## src/rtl/disp_poll_pkg.sv

```systemverilog
`default_nettype none
// ============================================================================
// Module  : disp_poll_pkg
// Purpose : Shared types and sizing helpers for the display poll arbiter.
// Rev     : 1.0  initial release
// ============================================================================
package disp_poll_pkg;

  localparam int DISP_DW = 16;

  typedef enum logic [1:0] {
    IDLE  = 2'd0,
    GRANT = 2'd1,
    DWELL = 2'd2
  } state_t;

  // Index width for a requester count; never narrower than one bit.
  function automatic int src_idx_w(input int n);
    return (n <= 2) ? 1 : $clog2(n);
  endfunction

  // Dwell counter width; must hold DWELL_CYCLES-1, and at least one bit.
  function automatic int dwell_cnt_w(input int d);
    return (d <= 2) ? 1 : $clog2(d);
  endfunction

endpackage
`default_nettype wire

```

## src/rtl/display_poll_arbiter_rr_pick.sv

```systemverilog
`default_nettype none
// ============================================================================
// Module  : rr_pick
// Purpose : Combinational rotate-priority pick: first set req at or above ptr,
//           wrapping around.
// Rev     : 1.0  initial release
// ============================================================================
module rr_pick
  import disp_poll_pkg::*;
#(
  parameter int NUM_SRC = 4,
  parameter int IW      = src_idx_w(NUM_SRC)
) (
  input  logic [NUM_SRC-1:0] req,
  input  logic [IW-1:0]      ptr,
  output logic               any,
  output logic [IW-1:0]      idx
);

  int unsigned   w_pos;
  logic [IW-1:0] w_cand;

  // Scan from the farthest offset down so the nearest requester is written last.
  always_comb begin
    any    = 1'b0;
    idx    = '0;
    w_pos  = 0;
    w_cand = '0;
    for (int k = NUM_SRC - 1; k >= 0; k--) begin
      w_pos = 32'(ptr) + 32'(k);
      if (w_pos >= 32'(NUM_SRC)) begin
        w_pos = w_pos - 32'(NUM_SRC);
      end
      w_cand = IW'(w_pos);
      if (req[w_cand]) begin
        any = 1'b1;
        idx = w_cand;
      end
    end
  end

endmodule
`default_nettype wire

```

## src/rtl/display_poll_arbiter.sv

```systemverilog
`default_nettype none
// ============================================================================
// Module  : display_poll_arbiter
// Purpose : Round-robin poller sharing the 4-digit seven-segment display among
//           NUM_SRC requesters; optional macro DISP_SRC_TAG_EN puts the source
//           number in the leftmost digit.
// Rev     : 1.0  initial release
// ============================================================================
module display_poll_arbiter
  import disp_poll_pkg::*;
#(
  parameter int NUM_SRC      = 4,
  parameter int DW           = DISP_DW,
  parameter int DWELL_CYCLES = 50000000
) (
  input  logic                          clk,
  input  logic                          rst_n,
  input  logic [NUM_SRC-1:0]            req,
  input  logic [NUM_SRC*DW-1:0]         data_in,
  output logic [NUM_SRC-1:0]            ack,
  output logic [DW-1:0]                 disp_data,
  output logic [src_idx_w(NUM_SRC)-1:0] disp_src,
  output logic                          disp_valid,
  output logic                          busy
);

  localparam int IW = src_idx_w(NUM_SRC);
  localparam int CW = dwell_cnt_w(DWELL_CYCLES);

  localparam logic [CW-1:0] C_DWELL_LOAD = CW'(DWELL_CYCLES - 1);
  localparam logic [IW-1:0] C_LAST_SRC   = IW'(NUM_SRC - 1);

  state_t               state_q, state_d;
  logic [IW-1:0]        ptr_q, ptr_d;
  logic [NUM_SRC-1:0]   ack_q, ack_d;
  logic [DW-1:0]        disp_data_q, disp_data_d;
  logic [IW-1:0]        disp_src_q, disp_src_d;
  logic                 disp_valid_q, disp_valid_d;
  logic                 busy_q, busy_d;
  logic [CW-1:0]        cnt_q, cnt_d;

  logic                 w_pick_any;
  logic [IW-1:0]        w_pick_idx;
  logic [DW-1:0]        w_sel_word;
  logic [DW-1:0]        w_cap_word;

  rr_pick #(
    .NUM_SRC (NUM_SRC),
    .IW      (IW)
  ) u_rr_pick (
    .req (req),
    .ptr (ptr_q),
    .any (w_pick_any),
    .idx (w_pick_idx)
  );

  assign w_sel_word = data_in[w_pick_idx*DW +: DW];

`ifdef DISP_SRC_TAG_EN
  assign w_cap_word = {4'(w_pick_idx), w_sel_word[DW-5:0]};
`else
  assign w_cap_word = w_sel_word;
`endif

  always_comb begin
    state_d      = state_q;
    ptr_d        = ptr_q;
    ack_d        = '0;
    disp_data_d  = disp_data_q;
    disp_src_d   = disp_src_q;
    disp_valid_d = disp_valid_q;
    busy_d       = busy_q;
    cnt_d        = cnt_q;

    case (state_q)
      IDLE: begin
        if (w_pick_any) begin
          state_d             = GRANT;
          ack_d[w_pick_idx]   = 1'b1;
          disp_data_d         = w_cap_word;
          disp_src_d          = w_pick_idx;
          disp_valid_d        = 1'b1;
          busy_d              = 1'b1;
        end
      end

      GRANT: begin
        cnt_d   = C_DWELL_LOAD;
        state_d = DWELL;
      end

      DWELL: begin
        // disp_src_q still holds the granted index, so it seeds the next poll.
        if (cnt_q == '0) begin
          ptr_d   = (disp_src_q == C_LAST_SRC) ? '0 : disp_src_q + 1'b1;
          state_d = IDLE;
          busy_d  = 1'b0;
        end else begin
          cnt_d = cnt_q - 1'b1;
        end
      end

      default: begin
        state_d = IDLE;
        busy_d  = 1'b0;
      end
    endcase
  end

  always_ff @(posedge clk or negedge rst_n) begin
    if (!rst_n) begin
      state_q      <= IDLE;
      ptr_q        <= '0;
      ack_q        <= '0;
      disp_data_q  <= '0;
      disp_src_q   <= '0;
      disp_valid_q <= 1'b0;
      busy_q       <= 1'b0;
      cnt_q        <= '0;
    end else begin
      state_q      <= state_d;
      ptr_q        <= ptr_d;
      ack_q        <= ack_d;
      disp_data_q  <= disp_data_d;
      disp_src_q   <= disp_src_d;
      disp_valid_q <= disp_valid_d;
      busy_q       <= busy_d;
      cnt_q        <= cnt_d;
    end
  end

  assign ack        = ack_q;
  assign disp_data  = disp_data_q;
  assign disp_src   = disp_src_q;
  assign disp_valid = disp_valid_q;
  assign busy       = busy_q;

endmodule
`default_nettype wire

```

## config.mk

```make
export PLATFORM = sky130hd
export DESIGN_NAME = display_poll_arbiter
export DESIGN_NICKNAME = d
export VERILOG_FILES = /design/src/rtl/disp_poll_pkg.sv /design/src/rtl/display_poll_arbiter_rr_pick.sv /design/src/rtl/display_poll_arbiter.sv
export SDC_FILE = /design/constraint.sdc
export NUM_CORES = 1
export LEC_CHECK = 0
export CAP_MARGIN = 10
export CORE_ASPECT_RATIO = 1.25
export CORE_MARGIN = 2
export CORE_UTILIZATION = 45
export CTS_BUF_LIST = sky130_fd_sc_hd__clkbuf_8
export CTS_CLUSTER_DIAMETER = 80
export CTS_CLUSTER_SIZE = 12
export DETAILED_ROUTE_END_ITERATION = 10
export PLACE_DENSITY = 0.79
export SLEW_MARGIN = 20
export SYNTH_ARGS = -nofsm -noshare
export SYNTH_HDL_FRONTEND = slang
export SYNTH_HIERARCHICAL = 1
export SYNTH_SLANG_ARGS = --single-unit
```

## constraint.sdc

```tcl
create_clock -name clk -period 2.2 [get_ports clk]
set_input_delay 0.44 -clock clk [delete_from_list [all_inputs] [get_ports clk]]
set_output_delay 0.44 -clock clk [all_outputs]
set_load 0.1 [all_outputs]
```

---- Yosys cells after proc, flatten, opt, wreduce, memory -nomap -nowiden ----
Cells that the tools add are included.
storage, ports and cells
  flip-flop bits (word level) ............. 54
cells by class
  equality and inequality tests ........... 6
  bitwise gates (word level) .............. 1
  shifts and indexed selects .............. 1
  add/subtract/negate cells ............... 9
  order comparisons ....................... 10
  muxes and demuxes ....................... 33
  reduce and logical (&&, ||, !) cells .... 9
operators by type and width
  cell                                                                    number
  64-bit by 7-bit variable part select with 16-bit output                 1
  26-bit one-hot mux with 2 select lines                                  1
  26-bit zero test                                                        1
  26-bit two-way mux                                                      1
  26-bit by 1-bit subtractor with 26-bit output (second input constant)   1
  2-bit two-way mux                                                       11
  2-bit by 3-bit < comparator with 1-bit output (second input constant)   5
  1-bit two-way mux                                                       11
  3-bit >= comparator (second input constant)                             3
  1-bit binary-select mux with 2-bit select                               4
  4-bit two-way mux                                                       2
  2-bit AND reduction                                                     4
  2-bit by 1-bit subtractor with 2-bit output (second input constant)     4
  2-bit by 2-bit adder with 3-bit output (second input constant)          2
  2-bit one-hot mux with 3 select lines                                   1
  2-bit == test (second input constant)                                   2
  2-bit != test (second input constant)                                   2
  2-bit by 1-bit adder with 3-bit output (second input constant)          1
  2-bit by 3-bit >= comparator with 1-bit output (second input constant)  1
  1-bit one-hot mux with 3 select lines                                   1
  3-bit AND reduction                                                     1
  2-bit by 1-bit adder with 2-bit output (second input constant)          1
  1-bit demux with 2-bit select                                           1
  2-bit by 1-bit == test with 1-bit output (second input constant)        1
  other kinds (6)                                                         6

---- Depth between registers and ports, before layout ----
Gate-level depths: netlist (run 1).
  depth in word-level cells ............... 15
  depth in mapped cells ................... 8
  mapped depth without buffers ............ 7

---- Hierarchy ----
Netlist (run 1), hierarchy kept.
modules (own cells, without submodules)
  module                sequential area each (um^2)  times used  cells an instance  area an instance (um^2)
  display_poll_arbiter  1351.3                       1           290                3156.8
  rr_pick               0.0                          1           13                 77.6

---- Least setup slack after synthesis (run 1) ----
Ideal clock, no wire load.
  path kind ............................... register -> register
  start point ............................. register cnt_q[0]
  end point ............................... register cnt_q[10]
  data required time ...................... 2.080 ns
  arrival time ............................ 2.027 ns
  stages on the path, launching flop included .. 8
  library setup time ...................... 0.120 ns
  setup slack ............................. 0.053 ns
  cell sequence ........................... dfrtp_1 > inv_1 > ha_1 > or3b_2 > nor2_4 > o21ai_1 > or4_1 > a31o_1
on the way
  word-level cells in the longest chain between the ends .. 3
  elaborated cells on any way between the ends .. 6
RTL lines
  what                                                                               line                                                    RTL
  from (decl)                                                                        display_poll_arbiter.sv:40                              logic [CW-1:0] cnt_q, cnt_d;
  from (signal assigned)                                                             display_poll_arbiter.sv:128                             cnt_q <= cnt_d;
  26-bit by 1-bit subtractor with 26-bit output or 26-bit zero test (tied branches)  display_poll_arbiter.sv:99, display_poll_arbiter.sv:94
  26-bit two-way mux or 2-bit != test (tied branches)                                -
  26-bit one-hot mux with 2 select lines or 2-bit AND reduction (tied branches)      -
Several ways; a longest one is shown, not always the timed one. The select of a mux whose other input is x is not followed.
A chain may end at the register's enable or synchronous reset.

---- Worst setup path after layout (run 1) ----
  start point ............................. input port req[1]
  end point ............................... register disp_data_q[0] (netlist: disp_data[0])
on the way
  word-level cells in the longest chain between the ends .. 7
  elaborated cells on any way between the ends .. 18
RTL lines
  what                                                         line                                RTL
  from (decl)                                                  display_poll_arbiter.sv:18          input logic [NUM_SRC-1:0] req,
  1-bit binary-select mux with 2-bit select                    display_poll_arbiter_rr_pick.sv:35  if (req[w_cand]) begin
  1-bit two-way mux (not written as such)                      display_poll_arbiter_rr_pick.sv:35
  2-bit two-way mux (3 in series)                              display_poll_arbiter_rr_pick.sv:35
  2-bit two-way mux (*)                                        display_poll_arbiter_rr_pick.sv:35
  net w_pick_idx[1]                                            display_poll_arbiter.sv:43          logic [IW-1:0] w_pick_idx;
  64-bit by 7-bit variable part select with 16-bit output (*)  display_poll_arbiter.sv:57          assign w_sel_word = data_in[w_pick_idx*DW +: DW];
  to (signal assigned)                                         display_poll_arbiter.sv:124         disp_data_q <= disp_data_d;
  to (decl)                                                    display_poll_arbiter.sv:36          logic [DW-1:0] disp_data_q, disp_data_d;
Mark *: on every way through the listed nets, which the timed path passes. The rest lies on a longest branch. The select of a mux whose other input is x is not followed.

==> results of run 1 <==
-- area by class of cell --
class	instances	area, µm²	area share (%)
Sequential cell	54	1353	28.42
Timing Repair Buffer	138	1310	27.52
Clock buffer	5	68.82	1.446
Inverter	8	30.03	0.6309
Clock inverter	3	47.55	0.9989
Multi-Input combinational cell	221	1838	38.62
Tap cell	90	112.6	2.366
-- power breakdown --
part           internal (mW)  switching (mW)
sequential              1.24           0.240
combinational          0.905            2.17
clock                  0.346           0.369
-- sequential cells by signal (all words and copies together), names as in the netlist --
| name | flops |
|---|---|
| cnt_q | 26 |
| disp_data | 16 |
| ack | 4 |
| disp_src | 2 |
| ptr_q | 2 |
| state_q | 2 |
| busy | 1 |
| disp_valid | 1 |
-- stage by stage --
stage | total power, mW | hold slack (ps) | utilization [%] | instance area, µm² | worst slack, ps
2_1_floorplan | 3.591 | 144.4 | - | 3234 | 52.91
6_report | 5.266 | 120.1 | 68.22 | 4760 | 27.68
5_1_grt | 5.488 | 160.1 | 68.22 | 4760 | -31.47
3_5_place_dp | 4.496 | 483.5 | 64.19 | 4478 | -422.3
4_1_cts | 5.209 | 135.8 | 66.32 | 4627 | 1.254
3_3_place_gp | 4.440 | 465.3 | 64.19 | 4478 | -355.4
-- cells in the final DEF (no fill, tap or decap), types with 4 or more instances in the layout --
| master | n |
|---|---|
| clkbuf_8 | 5 |
| nand2b_1 | 5 |
| mux2_2 | 18 |
| nor3_2 | 4 |
| buf_4 | 61 |
| nand2_1 | 26 |
| or4_1 | 4 |
| nor4_1 | 7 |
| mux4_2 | 16 |
| o311ai_0 | 5 |
| nor2_1 | 24 |
| o211ai_1 | 4 |
| a21oi_1 | 8 |
| nand3_1 | 6 |
| buf_12 | 4 |
| clkdlybuf4s50_1 | 66 |
| inv_1 | 8 |
| nor3_1 | 7 |
| nand4_1 | 4 |
| dfrtp_1 | 53 |
| o21ai_0 | 12 |
| nor3b_1 | 4 |
-- final timing paths --
check | to | cells past startpoint | slack [ps] | start
hold reg to reg | disp_valid | 1 | 500 | disp_valid
setup reg to reg | cnt_q[19] | 7 | 70 | cnt_q[7]
min in group clk | disp_valid | 1 | 500 | disp_valid
hold / removal | cnt_q[13] | 1 | 120 | rst_n
setup / recovery | disp_data[0] | 9 | 30 | req[1]
max in group asynchronous | disp_data[1] | 2 | 1490 | rst_n
-- cells by family after synthesis --
family / count (synthesis)
buffers and inverters: 28
adder cells (fa/ha/maj): 2
multiplexers: 36
AND/OR/NAND/NOR: 117
flip-flops: 54
AO/OA/AOI/OAI: 63
XOR/XNOR: 3
-- metal layers --
metal | vias up | wire, µm | share of wire, % | track usage [%]
li1 | 1416 | - | - | -
met1 | 1481 | 3658 | 38 | 30.14
met2 | 132 | 5186 | 53 | 44.34
met3 | 17 | 662 | 6.8 | 4.945
met4 | 0 | 195 | 2.0 | 7.823
met5 | - | 0 | 0 | 0
-- timing repair --
| item | 4_1_cts | 5_1_grt |
|---|---|---|
| setup endpoints to repair | 16 | 25 |
| pin swaps | 1 | 1 |
| gates cloned | 1 | 2 |
| setup buffers | 1 | 2 |
| gates resized for setup | 3 | 14 |
-- worst max-delay path: stages --
cell	delay, ps
clkdlybuf4s50_1	460
buf_4	170
nor3b_2	220
a211oi_2	70
nor2_2	110
buf_4	160
clkbuf_16	170
mux4_2	300
mux2_2	280
==> impl_metrics.tcl, run 1 <==
set metrics [dict create \
    outcome "complete, no violations" \
    hp-class "primary input to async pin" \
    yosysWarnings 6 \
    ys_seq_area_share_pct 41.78 \
    synth_compound_area_share_pct 14.27 \
    post-place-cells 505 \
    hold_violations 0 \
    crit_path_max_fanout 8 \
    synth_area_leader_cell "dfrtp_1" \
    ant_nets 0 \
    crit_type "primary input to flip-flop" \
    initialDrtViolationCount 228 \
    ys.flop_type "dfrtp_1" \
    clockBufferDepth 2 \
    drc 0 \
    grt_pass1_vias 3271 \
    layout-drive-gt1-share_pct 32.17 \
    worst_pin_slew_ps 632.7 \
    synth_area_um2 3234 \
    start_util_pct 46.36 \
    ys_top_cells_by_area "dfrtp_1, mux4_2, mux2_2" \
    syn_to_final_growth_pct 47.16 \
    wl_um 9702 \
    arrival_ps 2390 \
    synthArstFlopShare_pct 100.0 \
    start_kind "primary input" \
    tns_ps 0 \
    synth_top_area_share_pct 41.78 \
    clock_latency_ps 320 \
    netlist_instances 303 \
    slew_violations 0 \
    die_h_um 98.79 \
    hpwl_um 6862 \
    synth_xor_area_share_pct 0.8124 \
    grt_pass1_wl_um 15390 \
    grt_overflow_total 0 \
    peakVddDrop_mv 0.8014 \
    dieWidth_um 79.83 \
    clock_sinks 54 \
    fin_nets 500 \
    cts_made_buffers 5 \
    io-pin-count 94 \
    clock_skew_ps 14.01 \
    p_per_area_nw_per_um2 1106 \
    yosys.cell_types.count 62 \
    endpoint_kind "flip-flop" \
    crit_required_ps 2410 \
    setup_viol 0 \
    routedWlPerCell_um 18.69 \
    h-tree-depth 2 \
    antennaDiodeCount 0 \
    num_vias 3046 \
    dieArea_um2 7886 \
    synth_adder_area_share_pct 0.7737 \
    synth-edff-count 0 \
    syn_avg_cell_area_um2 10.67 \
    clock-root-buffer "clkbuf_8" \
    ys_ff_latch 54 \
    vias_per_cell 5.869 \
    filler_cell_count 532 \
    drt_pass1_iterations 4 \
    final_cells 519 \
    synth-simple-area-share_pct 20.77 \
    synth_top_family_by_area "simple AND/OR/NAND/NOR gates" \
    gp_congestion 0.8227 \
    max_freq_mhz 460.3 \
    antenna_found_initial 0 \
    synthMuxAreaShare_pct 18.03 \
    io_buffers 93 \
    yosysMostFrequentCell "dfrtp_1" \
    postCtsHoldBufs 0 \
    finalCritPeriodShare_pct 98.74 \
    grt_util_all_layers_pct 24.93 \
    grt_max_degree 31 \
    core_area_um2 6977 \
    synth_top_cells_by_count "dfrtp_1, nand2_1, nor2_1" \
    slew_headroom_pct 57.82 \
    syn-num-nets 375 \
    cts_tree "built" \
    num_rows 34 \
    timing.final.crit_period_ps 2172 \
    max-cap-violations 0 \
    leakagePower_nw 1.828 \
    path_clk_slew_ps 110 \
]
Power figures use the tool's default switching activity.
==> run 2: changes to the inputs <==
Settings changed: CTS_CLUSTER_DIAMETER 80 to not set.
==> results of run 2 <==
The final DEF is identical to that of run 1; final timing and power are the same.
